### src/rtl/mux_n_to_1_reg.sv
// N-to-1 data mux with one registered, back-pressured output stage.
// Out-of-range selects yield zero data, an error-tagged beat, and bump a saturating error counter.
module mux_n_to_1_reg #(
   parameter int unsigned WIDTH = 32,
   parameter int unsigned N_IN  = 4,
   parameter int unsigned SEL_W = 2
) (
   input  logic                    clk,
   input  logic                    rst,
   input  logic [N_IN*WIDTH-1:0]   in_data,
   input  logic [SEL_W-1:0]        sel,
   input  logic                    in_valid,
   output logic                    in_ready,
   output logic [WIDTH-1:0]        out_data,
   output logic                    out_err,
   output logic                    out_valid,
   input  logic                    out_ready,
   output logic                    err_flag,
   input  logic                    err_clr,
   output logic [7:0]              err_cnt
);

   // Compare width wide enough for both sel and N_IN (N_IN <= 16), so sel is never truncated
   localparam int unsigned CMP_W = (SEL_W > 5) ? SEL_W : 5;
   localparam int unsigned CNT_W = 8;

   logic [WIDTH-1:0] out_data_q, out_data_d;
   logic             out_err_q, out_err_d;
   logic             out_valid_q, out_valid_d;
   logic             err_flag_q, err_flag_d;
   logic [CNT_W-1:0] err_cnt_q, err_cnt_d;

   logic [WIDTH-1:0] sel_data;
   logic             in_range;
   logic             accept;
   logic             err_beat;

   assign in_ready = !out_valid_q || out_ready;
   assign accept   = in_valid && in_ready;
   assign in_range = CMP_W'(sel) < CMP_W'(N_IN);
   assign err_beat = accept && !in_range;

   // Data select; defaults to zero so an out-of-range sel never yields X
   always_comb begin
      sel_data = '0;
      for (int unsigned k = 0; k < N_IN; k++) begin
         if (CMP_W'(sel) == CMP_W'(k)) begin
            sel_data = in_data[k*WIDTH +: WIDTH];
         end
      end
   end

   always_comb begin
      out_data_d  = out_data_q;
      out_err_d   = out_err_q;
      out_valid_d = out_valid_q;
      err_flag_d  = err_flag_q;
      err_cnt_d   = err_cnt_q;

      if (accept) begin
         out_valid_d = 1'b1;
         out_data_d  = in_range ? sel_data : '0;
         out_err_d   = !in_range;
      end else if (out_ready) begin
         out_valid_d = 1'b0;
      end

      // An error beat wins over a same-cycle clear
      if (err_beat) begin
         err_flag_d = 1'b1;
         if (err_clr) begin
            err_cnt_d = CNT_W'(1);
         end else if (err_cnt_q != {CNT_W{1'b1}}) begin
            err_cnt_d = err_cnt_q + CNT_W'(1);
         end
      end else if (err_clr) begin
         err_flag_d = 1'b0;
         err_cnt_d  = '0;
      end
   end

   always_ff @(posedge clk) begin
      if (rst) begin
         out_data_q  <= '0;
         out_err_q   <= 1'b0;
         out_valid_q <= 1'b0;
         err_flag_q  <= 1'b0;
         err_cnt_q   <= '0;
      end else begin
         out_data_q  <= out_data_d;
         out_err_q   <= out_err_d;
         out_valid_q <= out_valid_d;
         err_flag_q  <= err_flag_d;
         err_cnt_q   <= err_cnt_d;
      end
   end

   assign out_data  = out_data_q;
   assign out_err   = out_err_q;
   assign out_valid = out_valid_q;
   assign err_flag  = err_flag_q;
   assign err_cnt   = err_cnt_q;

endmodule

### config.mk
export PLATFORM = sky130hd
export DESIGN_NAME = mux_n_to_1_reg
export DESIGN_NICKNAME = d
export VERILOG_FILES = /design/src/rtl/mux_n_to_1_reg.sv
export SDC_FILE = /design/constraint.sdc
export NUM_CORES = 1
export LEC_CHECK = 0
export CORE_UTILIZATION = 30
export CTS_BUF_LIST = sky130_fd_sc_hd__clkbuf_16
export CTS_CLUSTER_SIZE = 10
export DETAILED_ROUTE_END_ITERATION = 12
export PLACE_DENSITY = 0.9
export SYNTH_ARGS = -nofsm -noshare
export SYNTH_HDL_FRONTEND = slang
export SYNTH_SLANG_ARGS = --single-unit
### constraint.sdc
create_clock -name clk -period 2 [get_ports clk]
set_input_delay 0.6 -clock clk [delete_from_list [all_inputs] [get_ports clk]]
set_output_delay 0.6 -clock clk [all_outputs]
set_load 0.01 [all_outputs]
# Word level (Yosys, flattened, before mapping)

Cells that the tools add are included.

Output and inout bits: 44
Register bits after elaboration: 33
Word-level logic and storage cells: 16
Bits of input ports: 135

Muxes and demuxes: 6
Reduce and logical (&&, ||, !) cells: 5
Equal/unequal tests: 3

Operator list:

| kind               | count |
|---|---|
| $mux 32            | 4 |
| $eq 2x2->1 const B | 2 |
| $eq 2x1->1 const B | 1 |
| $logic_not 2->1    | 1 |
| $mux 1             | 2 |
| $reduce_bool 2->1  | 1 |
| $logic_and 1x1->1  | 1 |
| $logic_not 1->1    | 1 |
| $logic_or 1x1->1   | 1 |

# Logic depth before layout (Yosys ltp)

Gate-level depths: netlist (run 1).

Word-level depth: 5
Mapped depth: 4
Depth with buffers taken out: 3

# Worst setup path after synthesis (run 1)

Ideal clock, no wire load.

Kind: input port to flip-flop
Start: in sel[0]
End: reg out_data_q[0], in the netlist out_data[0]
Path buffers: 2
Stages on the path: 4
Required time: 1883 ps
Library setup time: 117 ps
Arrival time: 1530 ps
Path slack: 353 ps
Path through: buf_6 buf_6 mux4_2 a22o_1

Longest elaborated chain between the ends: 5
Elaborated cells on any way between the ends: 8
Classes of those cells: eq/ne (3); mux (4); reduce/logical (1)

RTL lines:

| item                 | line | RTL |
|---|---|---|
| from (decl)          | 11   | `input logic [SEL_W-1:0] sel,` |
| $logic_not 2->1      | 47   | `if (CMP_W'(sel) == CMP_W'(k)) begin` |
| $mux 32 (3 in a row) | 47   |  |
| $mux 32 *            | 47   |  |
| to (signal assigned) | 90   | `out_data_q <= out_data_d;` |
| to (decl)            | 27   | `logic [WIDTH-1:0] out_data_q, out_data_d;` |

Every way passes the cells marked *; elsewhere a longest branch is shown, timed or not.
A chain may end at the register's enable or synchronous reset.

# Worst setup path in the final report (run 1)

Start: in out_ready
End: out in_ready

Longest elaborated chain between the ends: 1

RTL lines:

| item             | line | RTL |
|---|---|---|
| from (decl)      | 17   | `input logic out_ready,` |
| $logic_or 1x1->1 | 38   | `assign in_ready = !out_valid_q \|\| out_ready;` |
| to (decl)        | 13   | `output logic in_ready,` |

Every way passes these cells.

==> results of run 1 <==
## cell usage after synthesis
library cell,n,area [sq um]
mux4_2,30,676
buf_2,5,25.0
dfxtp_1,33,661
buf_6,4,45.0
conb_1,1,3.75
nor3b_2,1,12.5
buf_1,2,7.51
nand2b_2,1,8.76
buf_4,10,75.1
a21oi_1,2,10.0
clkbuf_1,2,7.51
mux4_1,2,52.6
a22o_1,32,280
inv_1,1,3.75
## routing by layer
| metal | part of all wire (%) | track usage [%] | vias up |
|---|---|---|---|
| li1 | - | - | 855 |
| met1 | 33 | 18.7 | 879 |
| met2 | 55 | 38.9 | 105 |
| met3 | 10 | 6.07 | 8 |
| met4 | 1.4 | 5.89 | 0 |
| met5 | 0 | 0 | - |
## layout by cell type (no fill, tap or decap)
cell / count
a21oi_1: 1
a21oi_2: 1
a22o_1: 32
buf_12: 7
buf_2: 2
buf_4: 4
clkbuf_16: 5
clkdlybuf4s50_1: 165
clkinv_1: 1
conb_1: 10
dfxtp_1: 33
inv_1: 2
mux4_1: 2
mux4_2: 30
nand2b_2: 1
nor3b_4: 1
## worst min-delay path by stage
stage	from	cells past startpoint	end
finish	out_data[28]$_SDFFE_PP0P_	1	out_data[28]$_SDFFE_PP0P_
detailed placement	out_data[23]$_SDFFE_PP0P_	1	out_data[23]$_SDFFE_PP0P_
global route	out_data[19]$_SDFFE_PP0P_	1	out_data[19]$_SDFFE_PP0P_
global placement	out_data[26]$_SDFFE_PP0P_	1	out_data[26]$_SDFFE_PP0P_
CTS	out_data[19]$_SDFFE_PP0P_	1	out_data[19]$_SDFFE_PP0P_
floorplan	out_data[18]$_SDFFE_PP0P_	1	out_data[18]$_SDFFE_PP0P_
## state kept, by name, summed over array words and instances (netlist names)
| register | cells |
|---|---|
| out_valid | 1 |
| out_data | 32 |
## cell type report
| class | instances | area share [%] |
|---|---|---|
| flip-flops and latches | 33 | 17.3 |
| clock inverters | 2 | 0.197 |
| multi-input cells | 78 | 28.5 |
| repair buffers | 178 | 48.1 |
| well taps | 75 | 2.46 |
| clock buffers | 5 | 3.28 |
| inverters | 1 | 0.0985 |
## per-stage QoR
step | area [sq um] | hold WS [ns] | total power, W | TNS, ns | util (%)
floorplan | 1900 | 0.511 | 0.00101 | 0 | -
global placement | 3680 | 0.461 | 0.00140 | -0.301 | 61.8
detailed placement | 3680 | 0.463 | 0.00142 | -0.678 | 61.8
CTS | 3810 | 0.478 | 0.00212 | 0 | 64.0
global route | 3810 | 0.482 | 0.00219 | 0 | 64.0
finish | 3810 | 0.476 | 0.00209 | 0 | 64.0
## kinds of logic after synthesis
group / synth area share [%]
AOI/OAI and AO/OA: 15.5
and+or+nand+nor: 1.14
DFF: 35.4
muxes: 39.0
buffers and inverters: 8.77
other: 0.201
## worst reg2reg max path: cells and delay by family (launching register included)
family	cells	cell delay [ns]
compound gates	2	0.33
simple gates	1	0.07
buf+inv	2	0.40
flops	1	0.35
## power breakdown
group	total, W	leakage [nW]	switching, W	internal (W)
registers	0.000738	0.272	0.0000266	0.000711
clock network	0.000688	0.0685	0.000244	0.000443
logic	0.000668	1.10	0.000191	0.000476
total	0.00209	1.44	0.000462	0.00163
==> results.toml, run 1 <==
[yosys]
syn_area_sq_um = 1870
yosys_register_bits = 33
synthCells = 126
seq_area_frac_synth_pct = 35.4
yosys_warnings = 0
syn_avg_cell_area_sq_um = 14.8
ys_types = 14

[clocking]
cts_hold_buf = 0
clkTransAtPathRegs_ns = 0.05
clock-root-buffer = "clkbuf_16"
cts_buffer_depth = 2
clock-sinks = 33
tritoncts = "built"
post_cts_resized = 4
htreeDepth = 2
post_cts_buffers = 0
numCtsBuffers = 5
clock_latency_ns = 0.27

[power_and_ir_drop]
ir_worst_vdd_mv = 0.292
power_leakage_nw = 1.44
cellPowerDensity_nw_per_um2 = 549

[detailed_routing]
routedWlPerCell_um = 17.4
via_per_inst = 4.97
drt-initial-drc-count = 43
postRouteAntennaNets = 0
route.detailed.drc = 0
drt_pass1_iterations = 4
num_vias = 1847
drt-total-wl_um = 6460

[grt]
grt-ovfl-total = 0
track_usage_pct = 19.5
antenna_found_initial = 0
first_global_vias = 1995
grt_pass1_wl_um = 9470
grt_max_degree = 19

[timing]
rsz0062_at_grt = "false"
setup_viol = 0
fmax_mhz = 519
fin_skew_ns = 0.00297
drv_slew = 0
period_needed_ns = 1.93
final_hold_viol_count = 0
fin_crit_sh_pct = 96.3
finalWorstSetupSlack_ns = 0.0748

[placement]
placed_cells = 365
hpwl_um = 5450
place_worst_setup_slack_ns = -0.309
gp_congestion = 0.700
numPortBuffers = 167

[cells_and_area]
multi_input_area_sq_um = 1090
finalNonFillerCells = 372
fin_nets = 432
drive_gt1_share_pct = 17.2
fill_cells = 475
n_antenna_cell = 0
syn2layout_area_growth_pct = 104
regArea_sq_um = 661

[floorplanning]
die-area_sq_um = 6550
dieHeight_um = 80.9
ioPinCount = 179
coreArea_sq_um = 5960
num_rows = 28
start_util_pct = 31.4
chipWidth_um = 80.9

[setup_path]
crit_path_end = "in_ready"
reg2reg_slack_ns = 0.79
cp_num_buf_inv = 2
crit_start = "out_ready"
r2r_cells = 5
crit_type = "input port to output pin"
arrival_ns = 1.33
reg2reg_to = "out_data[6]$_SDFFE_PP0P_"
worst-endpoint-required_ns = 1.40
crit_fanout = 2
cp-start-kind = "input port"
cp_slowest_cell = "clkdlybuf4s50_1"
cp-end-kind = "output pin"
critPathTopFamily = "buffers and inverters"
crit_chain = "clkdlybuf4s50_1 > nand2b_2 > buf_2"
slowest_delay_ns = 0.41
worst-path-stages = 3
r2r-start = "out_valid$_SDFFE_PP0P_"

[run]
max_cap_violations = 0

[status]
status = "finished, final reports clean"

[hold_path]
hold_class = "flop to flop"
No activity file was read; power rests on OpenSTA's default activity.
==> run 2: changes to the inputs <==
--- a/config.mk
+++ b/config.mk
@@ -5,11 +5,11 @@
 export SDC_FILE = /design/constraint.sdc
 export NUM_CORES = 1
 export LEC_CHECK = 0
-export CORE_UTILIZATION = 30
+export CORE_UTILIZATION = 33
 export CTS_BUF_LIST = sky130_fd_sc_hd__clkbuf_16
 export CTS_CLUSTER_SIZE = 10
 export DETAILED_ROUTE_END_ITERATION = 12
-export PLACE_DENSITY = 0.9
+export PLACE_DENSITY = 0.95
 export SYNTH_ARGS = -nofsm -noshare
 export SYNTH_HDL_FRONTEND = slang
 export SYNTH_SLANG_ARGS = --single-unit
==> constraint.sdc (replaced) <==
create_clock -name clk -period 2.4 [get_ports clk]
set_input_delay 0.36 -clock clk [delete_from_list [all_inputs] [get_ports clk]]
set_output_delay 0.36 -clock clk [all_outputs]
set_load 0.01 [all_outputs]
==> results.toml, run 2 (synthesis gave the netlist of run 1 again) <==
[setup_path]
arrival_ns = 1.56
crit_type = "input port to output pin"
reg2reg_slack_ns = 1.15
r2r-start = "out_valid$_SDFFE_PP0P_"
worst-endpoint-required_ns = 2.04
crit_fanout = 4
crit_start = "out_ready"
reg2reg_to = "out_data[9]$_SDFFE_PP0P_"
cp-start-kind = "input port"
crit_path_end = "in_ready"
cp-end-kind = "output pin"
r2r_cells = 4

[timing]
final_hold_viol_count = 0
fin_skew_ns = 0.00302
fmax_mhz = 520
fin_crit_sh_pct = 80.1
rsz0062_at_grt = "false"
setup_viol = 0
period_needed_ns = 1.92
drv_slew = 0
final.setup.tns_ns = 0

[detailed_routing]
via_per_inst = 5.19
drt-total-wl_um = 6590
drt-initial-drc-count = 83
postRouteAntennaNets = 0
routedWlPerCell_um = 18.1
route.detailed.drc = 0
drt_pass1_iterations = 4
num_vias = 1890

[power_and_ir_drop]
power_leakage_nw = 1.40
ir_worst_vdd_mv = 0.318
cellPowerDensity_nw_per_um2 = 469

[floorplanning]
die-area_sq_um = 5970
chipWidth_um = 77.2
dieHeight_um = 77.2
coreArea_sq_um = 5470
start_util_pct = 34.1
num_rows = 27
ioPinCount = 179

[grt]
grt-ovfl-total = 0
antenna_found_initial = 0
first_global_vias = 2093
track_usage_pct = 23.0
grt_max_degree = 33
grt_pass1_wl_um = 10500

[cells_and_area]
syn2layout_area_growth_pct = 98.6
regArea_sq_um = 661
layout_common_cells = "166 x clkdlybuf4s50_1, 33 x dfxtp_1, 32 x a22o_1"
n_antenna_cell = 0
fill_cells = 425
multi_input_area_sq_um = 1090
finalNonFillerCells = 364
drive_gt1_share_pct = 15.8
fin_nets = 426
largest_reg_flops = 32
final_common_cell = "clkdlybuf4s50_1"

[placement]
gp_congestion = 0.751
numPortBuffers = 167
hpwl_um = 5180
placed_cells = 356

[clocking]
htreeDepth = 2
clock-sinks = 33
post_cts_resized = 0
numCtsBuffers = 5
post_cts_buffers = 0
clock-root-buffer = "clkbuf_16"
cts_buffer_depth = 2
tritoncts = "built"
cts_hold_buf = 0
clkTransAtPathRegs_ns = 0.05
clock_latency_ns = 0.27

[hold_path]
hold_class = "flop to flop"
hold_path_depth = 1

[run]
max_cap_violations = 0

[status]
status = "finished, final reports clean"
==> run 2: cell type report <==
type,count,share of cell area (%)
clock buffer,5,3.37
timing repair buffer,172,46.6
sequential,33,17.8
multi-input combinational,78,29.3
clock inverter,3,0.371
inverter,1,0.101
tap,72,2.43
==> run 2: critical path, stage by stage <==
cell	delay, ns
clkdlybuf4s50_1	0.49
nand2b_2	0.17
clkdlybuf4s50_1	0.55
==> run 2: layer usage <==
metal  track usage, %  part of all wire [%]  up-vias
met5                0                     0        -
met4             5.85                   1.4        0
met3             6.19                   8.5        8
met2             42.3                    53      112
met1             25.9                    37      929
li1                 -                     -      841
==> run 2: worst min-delay path by stage <==
stage,end,from
4_1_cts,out_data[29]$_SDFFE_PP0P_,out_data[29]$_SDFFE_PP0P_
5_1_grt,out_data[29]$_SDFFE_PP0P_,out_data[29]$_SDFFE_PP0P_
2_1_floorplan,out_valid$_SDFFE_PP0P_,rst
3_3_place_gp,out_data[22]$_SDFFE_PP0P_,out_data[22]$_SDFFE_PP0P_
3_5_place_dp,out_data[5]$_SDFFE_PP0P_,out_data[5]$_SDFFE_PP0P_
6_report,out_data[25]$_SDFFE_PP0P_,out_data[25]$_SDFFE_PP0P_
==> run 2: power breakdown <==
part / total (W) / internal, W / switching (W) / leakage (nW)
clock network: 0.000585 / 0.000376 / 0.000210 / 0.0748
registers: 0.000617 / 0.000592 / 0.0000244 / 0.272
logic: 0.000537 / 0.000380 / 0.000157 / 1.05
==> run 2: metrics by stage <==
step | utilization (%) | hold slack, ns | area, sq um | power [W] | worst slack (ns)
6_report | 67.8 | 0.473 | 3710 | 0.00174 | 0.476
3_5_place_dp | 65.2 | 0.464 | 3570 | 0.00117 | 0.481
3_3_place_gp | 65.2 | 0.460 | 3570 | 0.00115 | 0.511
2_1_floorplan | - | 0.429 | 1900 | 0.000840 | 0.993
5_1_grt | 67.8 | 0.485 | 3710 | 0.00182 | 0.446
4_1_cts | 67.8 | 0.478 | 3710 | 0.00176 | 0.474
